$ cat src/rtl/music_box_pkg.sv
// Shared encodings and constants for the music box record/playback states.
// The playback block imports the same sample count so both agree on length.
package music_box_pkg;

    localparam logic [4:0] PLAYBACK_STATE = 5'd1;
    localparam logic [4:0] RECORD_STATE   = 5'd2;

    localparam int SAMPLES_PER_SECOND     = 22050;
    localparam int RECORD_SECONDS         = 5;
    localparam int RECORD_SAMPLES_DEFAULT = SAMPLES_PER_SECOND * RECORD_SECONDS;

    localparam int COUNT_W  = 19;
    localparam int ADDR_W   = 25;
    localparam int SAMPLE_W = 16;

    typedef enum logic [2:0] {
        REC_IDLE    = 3'd0,
        REC_CAPTURE = 3'd1,
        REC_DONE    = 3'd2,
        REC_FAIL    = 3'd3
    } record_state_t;

endpackage

$ cat src/rtl/music_box_state_record_sdram_if.sv
// Command bus between a requesting state block and the shared SDRAM controller.
interface music_box_state_record_sdram_if;
    import music_box_pkg::*;

    logic [ADDR_W-1:0]   inputAddress;
    logic [SAMPLE_W-1:0] writeData;
    logic                isWriting;
    logic                inputValid;
    logic                recievedCommand;
    logic                isBusy;

    modport master (
        output inputAddress, writeData, isWriting, inputValid,
        input  recievedCommand, isBusy
    );

    modport slave (
        input  inputAddress, writeData, isWriting, inputValid,
        output recievedCommand, isBusy
    );

endinterface

$ cat src/rtl/sample_fifo.sv
// Small synchronous FIFO with first-word-fall-through head output.
// A push into a full FIFO is only honoured when a pop happens in the same cycle.
module sample_fifo #(
    parameter int WIDTH = 16,
    parameter int DEPTH = 4
) (
    input  logic             clock_50Mhz,
    input  logic             reset_n,
    input  logic             push,
    input  logic             pop,
    input  logic [WIDTH-1:0] din,
    output logic [WIDTH-1:0] dout,
    output logic             full,
    output logic             empty
);

    localparam int AW = $clog2(DEPTH);
    localparam logic [AW:0] FULL_COUNT = (AW + 1)'(DEPTH);

    logic [WIDTH-1:0] mem [DEPTH];
    logic [AW-1:0]    wr_ptr_reg;
    logic [AW-1:0]    rd_ptr_reg;
    logic [AW:0]      count_reg;
    logic             do_push;
    logic             do_pop;

    assign full    = (count_reg == FULL_COUNT);
    assign empty   = (count_reg == '0);
    assign do_pop  = pop && !empty;
    assign do_push = push && (!full || do_pop);
    assign dout    = mem[rd_ptr_reg];

    always_ff @(posedge clock_50Mhz) begin
        if (do_push) begin
            mem[wr_ptr_reg] <= din;
        end
    end

    always_ff @(posedge clock_50Mhz) begin
        if (!reset_n) begin
            wr_ptr_reg <= '0;
            rd_ptr_reg <= '0;
            count_reg  <= '0;
        end else begin
            if (do_push) begin
                wr_ptr_reg <= wr_ptr_reg + 1'b1;
            end
            if (do_pop) begin
                rd_ptr_reg <= rd_ptr_reg + 1'b1;
            end
            case ({do_push, do_pop})
                2'b10:   count_reg <= count_reg + 1'b1;
                2'b01:   count_reg <= count_reg - 1'b1;
                default: count_reg <= count_reg;
            endcase
        end
    end

endmodule

$ cat src/rtl/music_box_state_record_sdram.sv
// Recording state: buffers strobed audio samples and streams them as SDRAM
// writes to consecutive addresses, reporting completion or FIFO overflow.
module music_box_state_record_sdram #(
    parameter logic [4:0]  RECORD_STATE   = 5'd2,
    parameter int          RECORD_SAMPLES = 110250,
    parameter logic [24:0] BASE_ADDR      = 25'd0,
    parameter int          FIFO_DEPTH     = 4
) (
    input  logic        clock_50Mhz,
    input  logic        reset_n,
    input  logic [4:0]  mainState,
    input  logic        sample_strobe,
    input  logic [15:0] inputData,
    output logic        stateComplete,
    output logic        stateFailed,
    output logic [31:0] debugString,
    music_box_state_record_sdram_if.master sdram
);
    import music_box_pkg::*;

    localparam logic [COUNT_W-1:0] SAMPLE_LIMIT = COUNT_W'(RECORD_SAMPLES);

    record_state_t       state_reg,    state_next;
    logic [COUNT_W-1:0]  captured_reg, captured_next;
    logic [COUNT_W-1:0]  written_reg,  written_next;
    logic                valid_reg,    valid_next;
    logic                writing_reg,  writing_next;
    logic [ADDR_W-1:0]   addr_reg,     addr_next;
    logic [SAMPLE_W-1:0] data_reg,     data_next;

    logic                in_record;
    logic                capturing;
    logic                accept;
    logic                want_push;
    logic                overflow;
    logic                fifo_push;
    logic                fifo_rst_n;
    logic                fifo_full;
    logic                fifo_empty;
    logic [SAMPLE_W-1:0] fifo_dout;

    assign in_record = (mainState == RECORD_STATE);
    assign capturing = (state_reg == REC_CAPTURE);
    assign accept    = capturing && valid_reg && sdram.recievedCommand;
    assign want_push = capturing && sample_strobe && (captured_reg < SAMPLE_LIMIT);
    // The in-flight sample stays in the FIFO until accepted, so a pop frees room.
    assign overflow  = want_push && fifo_full && !accept;
    assign fifo_push = want_push && !overflow;
    // Leaving the record state flushes any buffered samples.
    assign fifo_rst_n = reset_n && in_record;

    sample_fifo #(
        .WIDTH (SAMPLE_W),
        .DEPTH (FIFO_DEPTH)
    ) u_fifo (
        .clock_50Mhz (clock_50Mhz),
        .reset_n     (fifo_rst_n),
        .push        (fifo_push),
        .pop         (accept),
        .din         (inputData),
        .dout        (fifo_dout),
        .full        (fifo_full),
        .empty       (fifo_empty)
    );

    always_comb begin
        state_next    = state_reg;
        captured_next = captured_reg;
        written_next  = written_reg;
        valid_next    = valid_reg;
        writing_next  = writing_reg;
        addr_next     = addr_reg;
        data_next     = data_reg;

        if (!in_record) begin
            state_next    = REC_IDLE;
            captured_next = '0;
            written_next  = '0;
            valid_next    = 1'b0;
            writing_next  = 1'b0;
            addr_next     = '0;
            data_next     = '0;
        end else begin
            case (state_reg)
                REC_IDLE: begin
                    state_next = REC_CAPTURE;
                end
                REC_CAPTURE: begin
                    if (fifo_push) begin
                        captured_next = captured_reg + 1'b1;
                    end
                    if (accept) begin
                        valid_next   = 1'b0;
                        writing_next = 1'b0;
                        written_next = written_reg + 1'b1;
                        if (written_reg + 1'b1 == SAMPLE_LIMIT) begin
                            state_next = REC_DONE;
                        end
                    end else if (!valid_reg && !fifo_empty && !sdram.isBusy) begin
                        valid_next   = 1'b1;
                        writing_next = 1'b1;
                        addr_next    = BASE_ADDR + {{(ADDR_W - COUNT_W){1'b0}}, written_reg};
                        data_next    = fifo_dout;
                    end
                    if (overflow) begin
                        state_next   = REC_FAIL;
                        valid_next   = 1'b0;
                        writing_next = 1'b0;
                    end
                end
                default: begin
                    valid_next   = 1'b0;
                    writing_next = 1'b0;
                end
            endcase
        end
    end

    always_ff @(posedge clock_50Mhz) begin
        if (!reset_n) begin
            state_reg    <= REC_IDLE;
            captured_reg <= '0;
            written_reg  <= '0;
            valid_reg    <= 1'b0;
            writing_reg  <= 1'b0;
            addr_reg     <= '0;
            data_reg     <= '0;
        end else begin
            state_reg    <= state_next;
            captured_reg <= captured_next;
            written_reg  <= written_next;
            valid_reg    <= valid_next;
            writing_reg  <= writing_next;
            addr_reg     <= addr_next;
            data_reg     <= data_next;
        end
    end

    assign sdram.inputAddress = addr_reg;
    assign sdram.writeData    = data_reg;
    assign sdram.isWriting    = writing_reg;
    assign sdram.inputValid   = valid_reg;

    assign stateComplete = (state_reg == REC_DONE);
    assign stateFailed   = (state_reg == REC_FAIL);
    assign debugString   = {stateFailed, state_reg, 9'b0, addr_reg[18:0]};

endmodule

$ cat src/flat_wrapper.sv
// flat-port wrapper written by rule: the top's interface ports become plain ports
module music_box_state_record_sdram_flat import music_box_pkg::*;
#(
    parameter logic [4:0]  RECORD_STATE   = 5'd2,
    parameter int          RECORD_SAMPLES = 110250,
    parameter logic [24:0] BASE_ADDR      = 25'd0,
    parameter int          FIFO_DEPTH     = 4
)
  (clock_50Mhz, reset_n, mainState, sample_strobe, inputData, stateComplete, stateFailed, debugString, sdram_inputAddress, sdram_writeData, sdram_isWriting, sdram_inputValid, sdram_recievedCommand, sdram_isBusy);
  music_box_state_record_sdram_if sdram_i ();
  input  logic clock_50Mhz;
  input  logic reset_n;
  input  logic [4:0] mainState;
  input  logic sample_strobe;
  input  logic [15:0] inputData;
  output logic stateComplete;
  output logic stateFailed;
  output logic [31:0] debugString;
  output wire logic [$bits(sdram_i.inputAddress)-1:0] sdram_inputAddress;
  output wire logic [$bits(sdram_i.writeData)-1:0] sdram_writeData;
  output wire logic [$bits(sdram_i.isWriting)-1:0] sdram_isWriting;
  output wire logic [$bits(sdram_i.inputValid)-1:0] sdram_inputValid;
  input wire logic [$bits(sdram_i.recievedCommand)-1:0] sdram_recievedCommand;
  input wire logic [$bits(sdram_i.isBusy)-1:0] sdram_isBusy;
  assign sdram_inputAddress = sdram_i.inputAddress;
  assign sdram_writeData = sdram_i.writeData;
  assign sdram_isWriting = sdram_i.isWriting;
  assign sdram_inputValid = sdram_i.inputValid;
  assign sdram_i.recievedCommand = sdram_recievedCommand;
  assign sdram_i.isBusy = sdram_isBusy;
  music_box_state_record_sdram #(.RECORD_STATE(RECORD_STATE), .RECORD_SAMPLES(RECORD_SAMPLES), .BASE_ADDR(BASE_ADDR), .FIFO_DEPTH(FIFO_DEPTH)) u_core (.clock_50Mhz(clock_50Mhz), .reset_n(reset_n), .mainState(mainState), .sample_strobe(sample_strobe), .inputData(inputData), .stateComplete(stateComplete), .stateFailed(stateFailed), .debugString(debugString), .sdram(sdram_i));
endmodule
$ cat config.mk
export PLATFORM = sky130hd
export DESIGN_NAME = music_box_state_record_sdram_flat
export DESIGN_NICKNAME = d
export VERILOG_FILES = /design/src/rtl/music_box_pkg.sv /design/src/rtl/music_box_state_record_sdram_if.sv /design/src/rtl/sample_fifo.sv /design/src/rtl/music_box_state_record_sdram.sv /design/src/flat_wrapper.sv
export SDC_FILE = /design/constraint.sdc
export NUM_CORES = 1
export LEC_CHECK = 0
export ABC_CLOCK_PERIOD_IN_PS = 3200
export BUFFER_PORTS_ARGS = -buffer_cell sky130_fd_sc_hd__clkbuf_2
export CORE_MARGIN = 8
export CORE_UTILIZATION = 50
export CTS_CLUSTER_SIZE = 14
export DETAILED_ROUTE_END_ITERATION = 8
export GPL_TIMING_DRIVEN = 0
export PLACE_DENSITY_LB_ADDON = 0.08
export SLEW_MARGIN = 20
export SYNTH_ARGS = -nofsm -noshare
export SYNTH_HDL_FRONTEND = slang
export SYNTH_SLANG_ARGS = --single-unit
$ cat constraint.sdc
create_clock -name clock_50Mhz -period 3.2 [get_ports clock_50Mhz]
set_clock_uncertainty 0.15 [all_clocks]
set_input_delay 0.64 -clock clock_50Mhz [delete_from_list [all_inputs] [get_ports clock_50Mhz]]
set_output_delay 0.64 -clock clock_50Mhz [all_outputs]
set_load 0.1 [all_outputs]
==> flow_metrics.tcl, run 1 <==
set metrics [dict create \
    dr_total_vias 4656 \
    cts-root-buf "clkbuf_16" \
    ys_warn_count 0 \
    pre_cts_ws_ps -236.6 \
    final_cell_mix "93 x nand2_1, 86 x clkbuf_2, 81 x dfxtp_1" \
    worstPathMaxFanout 10 \
    grt.overflow.total 0 \
    powerDensity_nw_per_um2 568.0 \
    yosysTopAreaCellShare 0.3018 \
    setup_slack_ps 180.4 \
    grt_max_degree 17 \
    syn_to_final_growth_pct 22.57 \
    grt_pass1_wl_mm 22.67 \
    crit_required_ps 3390 \
    leakage_nw 2.821 \
    drcViolationCount 0 \
    antenna_found_initial 0 \
    die_y_um 128.9 \
    hold_path_depth 1 \
    critPathSlowestCell "fa_1" \
    io_buffers 86 \
    cts_tree "built" \
    synth_edf_count 64 \
    reg2reg_depth 12 \
    worst_setup_path_end_kind "flip-flop" \
    synthDistinctLibCells 54 \
    worst-path-buf-inv 3 \
    stdcell_count 896 \
    fillCellCount 1061 \
    synth_cells 588 \
    clock_sinks 147 \
    synth-seq-cells 147 \
    grt_pass1_vias 4522 \
    worstPathArrival_ps 3210 \
    synth_xor_xnor_area_share 0.03851 \
    worstMarginPinSlew_ps 925.1 \
    final_layout_size_suffix_gt1_frac 0.2693 \
    critPathTopFamily "simple AND/OR/NAND/NOR gates" \
    track_usage 0.1750 \
    die_x_um 128.9 \
    hold_path.class "input port to flip-flop" \
    drv_slew 0 \
    layout.nets 746 \
    num_io_pins 103 \
    clockBufferDepth 2 \
    synthSimpleGateAreaFrac 0.1719 \
    synthMuxAreaShare 0.06130 \
    drt_wl_total_mm 13.93 \
    ys_seq_area_frac 0.5627 \
    detail_route.wl_per_cell_um 15.55 \
    drv_cap 0 \
    start_kind "flip-flop" \
    start_util 0.5088 \
    vdd_ir_drop_max_v 0.0004267 \
    setup_viol 0 \
    synth_compound_area_frac 0.07466 \
    yosys.area_share.adder 0.01886 \
    gp_congestion 0.8429 \
    synth_top_family_by_area "simple AND/OR/NAND/NOR gates" \
    hold_buffers 0 \
    crit_type "flip-flop to flip-flop" \
    place_inst 861 \
    status "complete, no violations" \
    synth.area.top_cells "edfxtp_1 30%, dfxtp_1 26%, mux4_2 5.7%" \
    cp.depth 12 \
    place_area_um2 7081 \
    yosysTopAreaCell "edfxtp_1" \
    post-route-period-util 0.9436 \
    path_cells "nand2_1, nor4_1, nand4_1, nand3_2, buf_2, buf_4, ha_1, inv_1, fa_1, xor2_1, or3_1, a21oi_1" \
    drt_iter0_markers 253 \
    async_reset_ff_frac 0 \
    multi_input_area_um2 2394 \
    clkLatencyLatePin_ps 420 \
    via_per_inst 5.196 \
    hpwl_mm 9.832 \
    dr.pass1.iters 4 \
    antenna_cells 0 \
    final_antenna_net_count 0 \
    clk_pin_slew_ps 60 \
    syn_area_per_cell_um2 10.83 \
    htreeDepth 4 \
    top_register "u_core.u_fifo.mem" \
    largest_reg_flops 64 \
    report.final.hold_viol_count 0 \
    core_area_um2 12520 \
    syn_area_um2 6369 \
    die-area_um2 16600 \
    cts_buffers 17 \
    synth-main-ff-cell "dfxtp_1" \
    layout_commonest_cell "nand2_1" \
    fmax_mhz 331.2 \
    slew_headroom 0.3833 \
    final_area_um2 7806 \
    seq_area_um2 3586 \
    row_count 41 \
    period_needed_ps 3020 \
    slowest_delay_ps 380 \
]
-- path summary, 6_finish.rpt --
check / startpoint / end / slack [ps]
hold reg to reg: u_core.sdram.writeData[3] / u_core.sdram.writeData[3] / 300
setup reg to reg: u_core.captured_reg[15] / u_core.u_fifo.count_reg[2] / 180
setup / recovery: u_core.captured_reg[15] / u_core.u_fifo.count_reg[2] / 180
hold / removal: inputData[4] / u_core.u_fifo.mem[0][4] / 280
-- repair_timing --
action	CTS	global route
setup endpoints to repair	0	1
hold endpoints to repair	0	0
resized for setup	0	2
setup buffers	0	3
-- metrics by stage --
step                      setup TNS (ps)  hold WS, ps    util  power, mW
after CTS                              0        266.3  0.6217      4.465
after global routing              -8.627        267.0  0.6237      4.550
after global placement            -156.2        292.8  0.5657      2.125
after detailed placement          -236.6        299.2  0.5657      2.127
final                                  0        283.9  0.6237      4.434
after floorplan                        0        291.0       -      2.101
-- per-layer routing --
| metal | global-route usage | vias up | wire, um |
|---|---|---|---|
| met5 | 0 | - | 0 |
| met2 | 0.2829 | 110 | 6521 |
| met3 | 0.05048 | 13 | 884 |
| met1 | 0.2204 | 2241 | 6362 |
| li1 | - | 2292 | - |
| met4 | 0.05874 | 0 | 166 |
-- cells in the mapped netlist, types with 2 or more instances --
| master | instances |
|---|---|
| or4_1 | 7 |
| buf_2 | 10 |
| edfxtp_1 | 64 |
| mux2i_1 | 3 |
| and2_1 | 4 |
| clkbuf_1 | 20 |
| a41oi_1 | 2 |
| xor2_1 | 18 |
| nor3b_1 | 2 |
| nand4_1 | 12 |
| and3_1 | 11 |
| buf_1 | 2 |
| o211a_1 | 2 |
| inv_1 | 9 |
| nand3_2 | 2 |
| or3_1 | 10 |
| mux4_2 | 16 |
| and4_1 | 3 |
| o31ai_1 | 5 |
| xnor2_1 | 10 |
| nor4_1 | 2 |
| nor2_1 | 41 |
| nor3_1 | 6 |
| o21ai_0 | 9 |
| ha_1 | 8 |
| nand3_1 | 16 |
| nand2_1 | 93 |
| nand3b_1 | 2 |
| buf_4 | 37 |
| dfxtp_1 | 83 |
| nor4b_1 | 2 |
| a21oi_1 | 54 |
| nand4b_1 | 2 |
-- cell families after synthesis --
| family | count (synthesis) |
|---|---|
| adder cells (fa/ha/maj) | 9 |
| AND/OR/NAND/NOR | 223 |
| other | 1 |
| buffers and inverters | 79 |
| XOR/XNOR | 28 |
| AO/OA/AOI/OAI | 82 |
| flip-flops | 147 |
| multiplexers | 19 |
-- report_power, final --
group	switching, mW	internal [mW]	leakage [nW]
clock network	0.790	1.56	0.334
logic	0.104	0.0269	1.24
registers	0.000464	1.96	1.24
total	0.895	3.54	2.82
-- cell type report --
| type | instances | area share |
|---|---|---|
| buffer | 70 | 0.05434 |
| timing repair buffer | 89 | 0.05802 |
| multi-input combinational | 377 | 0.3066 |
| clock inverter | 14 | 0.03478 |
| inverter | 9 | 0.004328 |
| sequential | 147 | 0.4594 |
| clock buffer | 18 | 0.05498 |
| tap | 172 | 0.02757 |
No activity file was read; power rests on OpenSTA's default activity.
==> run 2, diff against run 1 <==
--- a/config.mk
+++ b/config.mk
@@ -5,7 +5,7 @@
 export SDC_FILE = /design/constraint.sdc
 export NUM_CORES = 1
 export LEC_CHECK = 0
-export ABC_CLOCK_PERIOD_IN_PS = 3200
+export ABC_CLOCK_PERIOD_IN_PS = 2900
 export BUFFER_PORTS_ARGS = -buffer_cell sky130_fd_sc_hd__clkbuf_2
 export CORE_MARGIN = 8
 export CORE_UTILIZATION = 50
==> constraint.sdc (replaced) <==
create_clock -name clock_50Mhz -period 2.9 [get_ports clock_50Mhz]
set_clock_uncertainty 0.15 [all_clocks]
set_input_delay 0.58 -clock clock_50Mhz [delete_from_list [all_inputs] [get_ports clock_50Mhz]]
set_output_delay 0.58 -clock clock_50Mhz [all_outputs]
set_load 0.1 [all_outputs]
==> run 2 against run 1 <==
Effect of this change: power rose by 0.62%; register-to-register slack better by 20 ps; hold slack got worse by 55 ps; critical endpoint unchanged.
==> flow_metrics.tcl, run 2 (synthesis results as in run 1) <==
set metrics [dict create \
    status "complete, no violations" \
    die-area_um2 16600 \
    period_needed_ps 2699 \
    hold_end "u_core.u_fifo.mem[3][6]" \
    stdcell_count 897 \
    powerDensity_nw_per_um2 578.7 \
    detail_route.wl_per_cell_um 15.61 \
    final_layout_size_suffix_gt1_frac 0.2662 \
    drv_slew 0 \
    hold_path_depth 1 \
    core_area_um2 12520 \
    clk_pin_slew_ps 60 \
    antenna_found_initial 0 \
    die_x_um 128.9 \
    grt_pass1_vias 4491 \
    hpwl_mm 9.883 \
    largest_reg_flops 64 \
    antenna_cells 0 \
    hold_buffers 0 \
    drcViolationCount 0 \
    r2r_slack_ps 200 \
    drt_iter0_markers 262 \
    leakage_nw 2.778 \
    cts-root-buf "clkbuf_16" \
    drv_cap 0 \
    grt.overflow.total 0 \
    grt_pass1_wl_mm 22.63 \
    cts_tree "built" \
    fmax_mhz 370.5 \
    dr.pass1.iters 4 \
    clock_sinks 147 \
    worstPathMaxFanout 10 \
    layout_commonest_cell "nand2_1" \
    crit_required_ps 3100 \
    worstPathArrival_ps 2890 \
    gp_congestion 0.8862 \
    reg2reg_depth 11 \
    final_antenna_net_count 0 \
    top_register "u_core.u_fifo.mem" \
    track_usage 0.1760 \
    r2r-end "u_core.u_fifo.count_reg[2]" \
    rsz0062_at_grt "no" \
    num_io_pins 103 \
    start_kind "flip-flop" \
    place_inst 861 \
    hold_start "inputData[6]" \
    vdd_ir_drop_max_v 0.0005868 \
    slew_headroom 0.4061 \
    hold_path.class "input port to flip-flop" \
    worst_setup_path_end_kind "flip-flop" \
    final_core_utilization 0.6159 \
    clkLatencyLatePin_ps 420 \
    clockBufferDepth 2 \
    via_per_inst 5.202 \
    io_buffers 86 \
    start_util 0.5088 \
    cts_buffers 17 \
    final_cell_mix "93 x nand2_1, 86 x clkbuf_2, 80 x dfxtp_1" \
    dr_total_vias 4666 \
    worstMarginPinSlew_ps 890.8 \
    post-route-period-util 0.9307 \
    setup_viol 0 \
    rr_startpoint "u_core.captured_reg[15]" \
    die_y_um 128.9 \
    drt_wl_total_mm 14.00 \
    htreeDepth 4 \
    grt_max_degree 17 \
    report.final.hold_viol_count 0 \
    crit_type "flip-flop to flip-flop" \
    layout.nets 747 \
    syn_to_final_growth_pct 21.04 \
    row_count 41 \
]
-- run 2: changes by cell type in the layout (fill, tap and decap cells not counted), moves of 4 or more --
cell,delta
bufinv_16,-4
clkinv_1,+4
clkinv_2,+4
inv_6,-4
-- run 2: worst max path at each step --
stage | start | end | slack, ps | depth (start not counted)
floorplan | u_core.state_reg[0] | debugString[31] | 60 | 3
CTS | u_core.captured_reg[15] | u_core.u_fifo.count_reg[2] | 5 | 12
detailed placement | sdram_recievedCommand | u_core.u_fifo.count_reg[2] | -440 | 12
global route | u_core.captured_reg[15] | u_core.u_fifo.count_reg[2] | 20 | 11
global placement | sdram_recievedCommand | u_core.u_fifo.count_reg[2] | -400 | 12
finish | u_core.captured_reg[15] | u_core.u_fifo.count_reg[2] | 200 | 11
-- run 2: metal layers --
metal	track usage	wire, um
met1	0.2131	6145
met2	0.2879	6632
met3	0.05875	1047
met4	0.06151	179
met5	0	0
-- run 2: repair_timing --
item	4_1_cts	5_1_grt
setup buffers	1	4
hold endpoints to repair	0	0
pin swaps	1	2
resized for setup	2	1
setup endpoints to repair	2	1
-- run 2: layout make-up --
type,instances,area [um^2]
inverters,9,33.78
well taps,172,215.2
multi-input cells,377,2396
plain buffers,69,422.9
clock inverters,13,140.1
repair buffers,91,467.9
fillers,1068,4808
flip-flops and latches,147,3590
clock buffers,19,442.9
-- run 2: report_power, final --
part	total [mW]	internal (mW)	switching [mW]	leakage (nW)
Combinational	0.146	0.0300	0.116	1.25
Clock	2.16	1.35	0.802	0.282
Sequential	2.16	2.16	0.000520	1.25
-- run 2: through the flow --
stage / hold slack [ps] / cell area [um^2] / power [mW] / setup WS (ps) / setup TNS [ps]
after detailed placement: 298.9 / 7079 / 2.347 / -441.4 / -654.8
after global routing: 209.5 / 7709 / 4.609 / 19.83 / 0
after floorplan: 291.0 / 6434 / 2.317 / 57.54 / 0
after global placement: 292.4 / 7079 / 2.344 / -395.6 / -566.4
after CTS: 210.7 / 7676 / 4.503 / 4.798 / 0
final: 229.2 / 7709 / 4.461 / 201.0 / 0
-- run 2: worst max-delay path, stage by stage, from the launching register on --
cell	delay (ps)
dfxtp_1	360
nand2_1	90
nor4_1	260
nand4_1	230
nand3_4	160
buf_6	160
ha_1	200
inv_1	60
fa_1	370
xor2_1	160
or3_1	300
a21oi_1	130
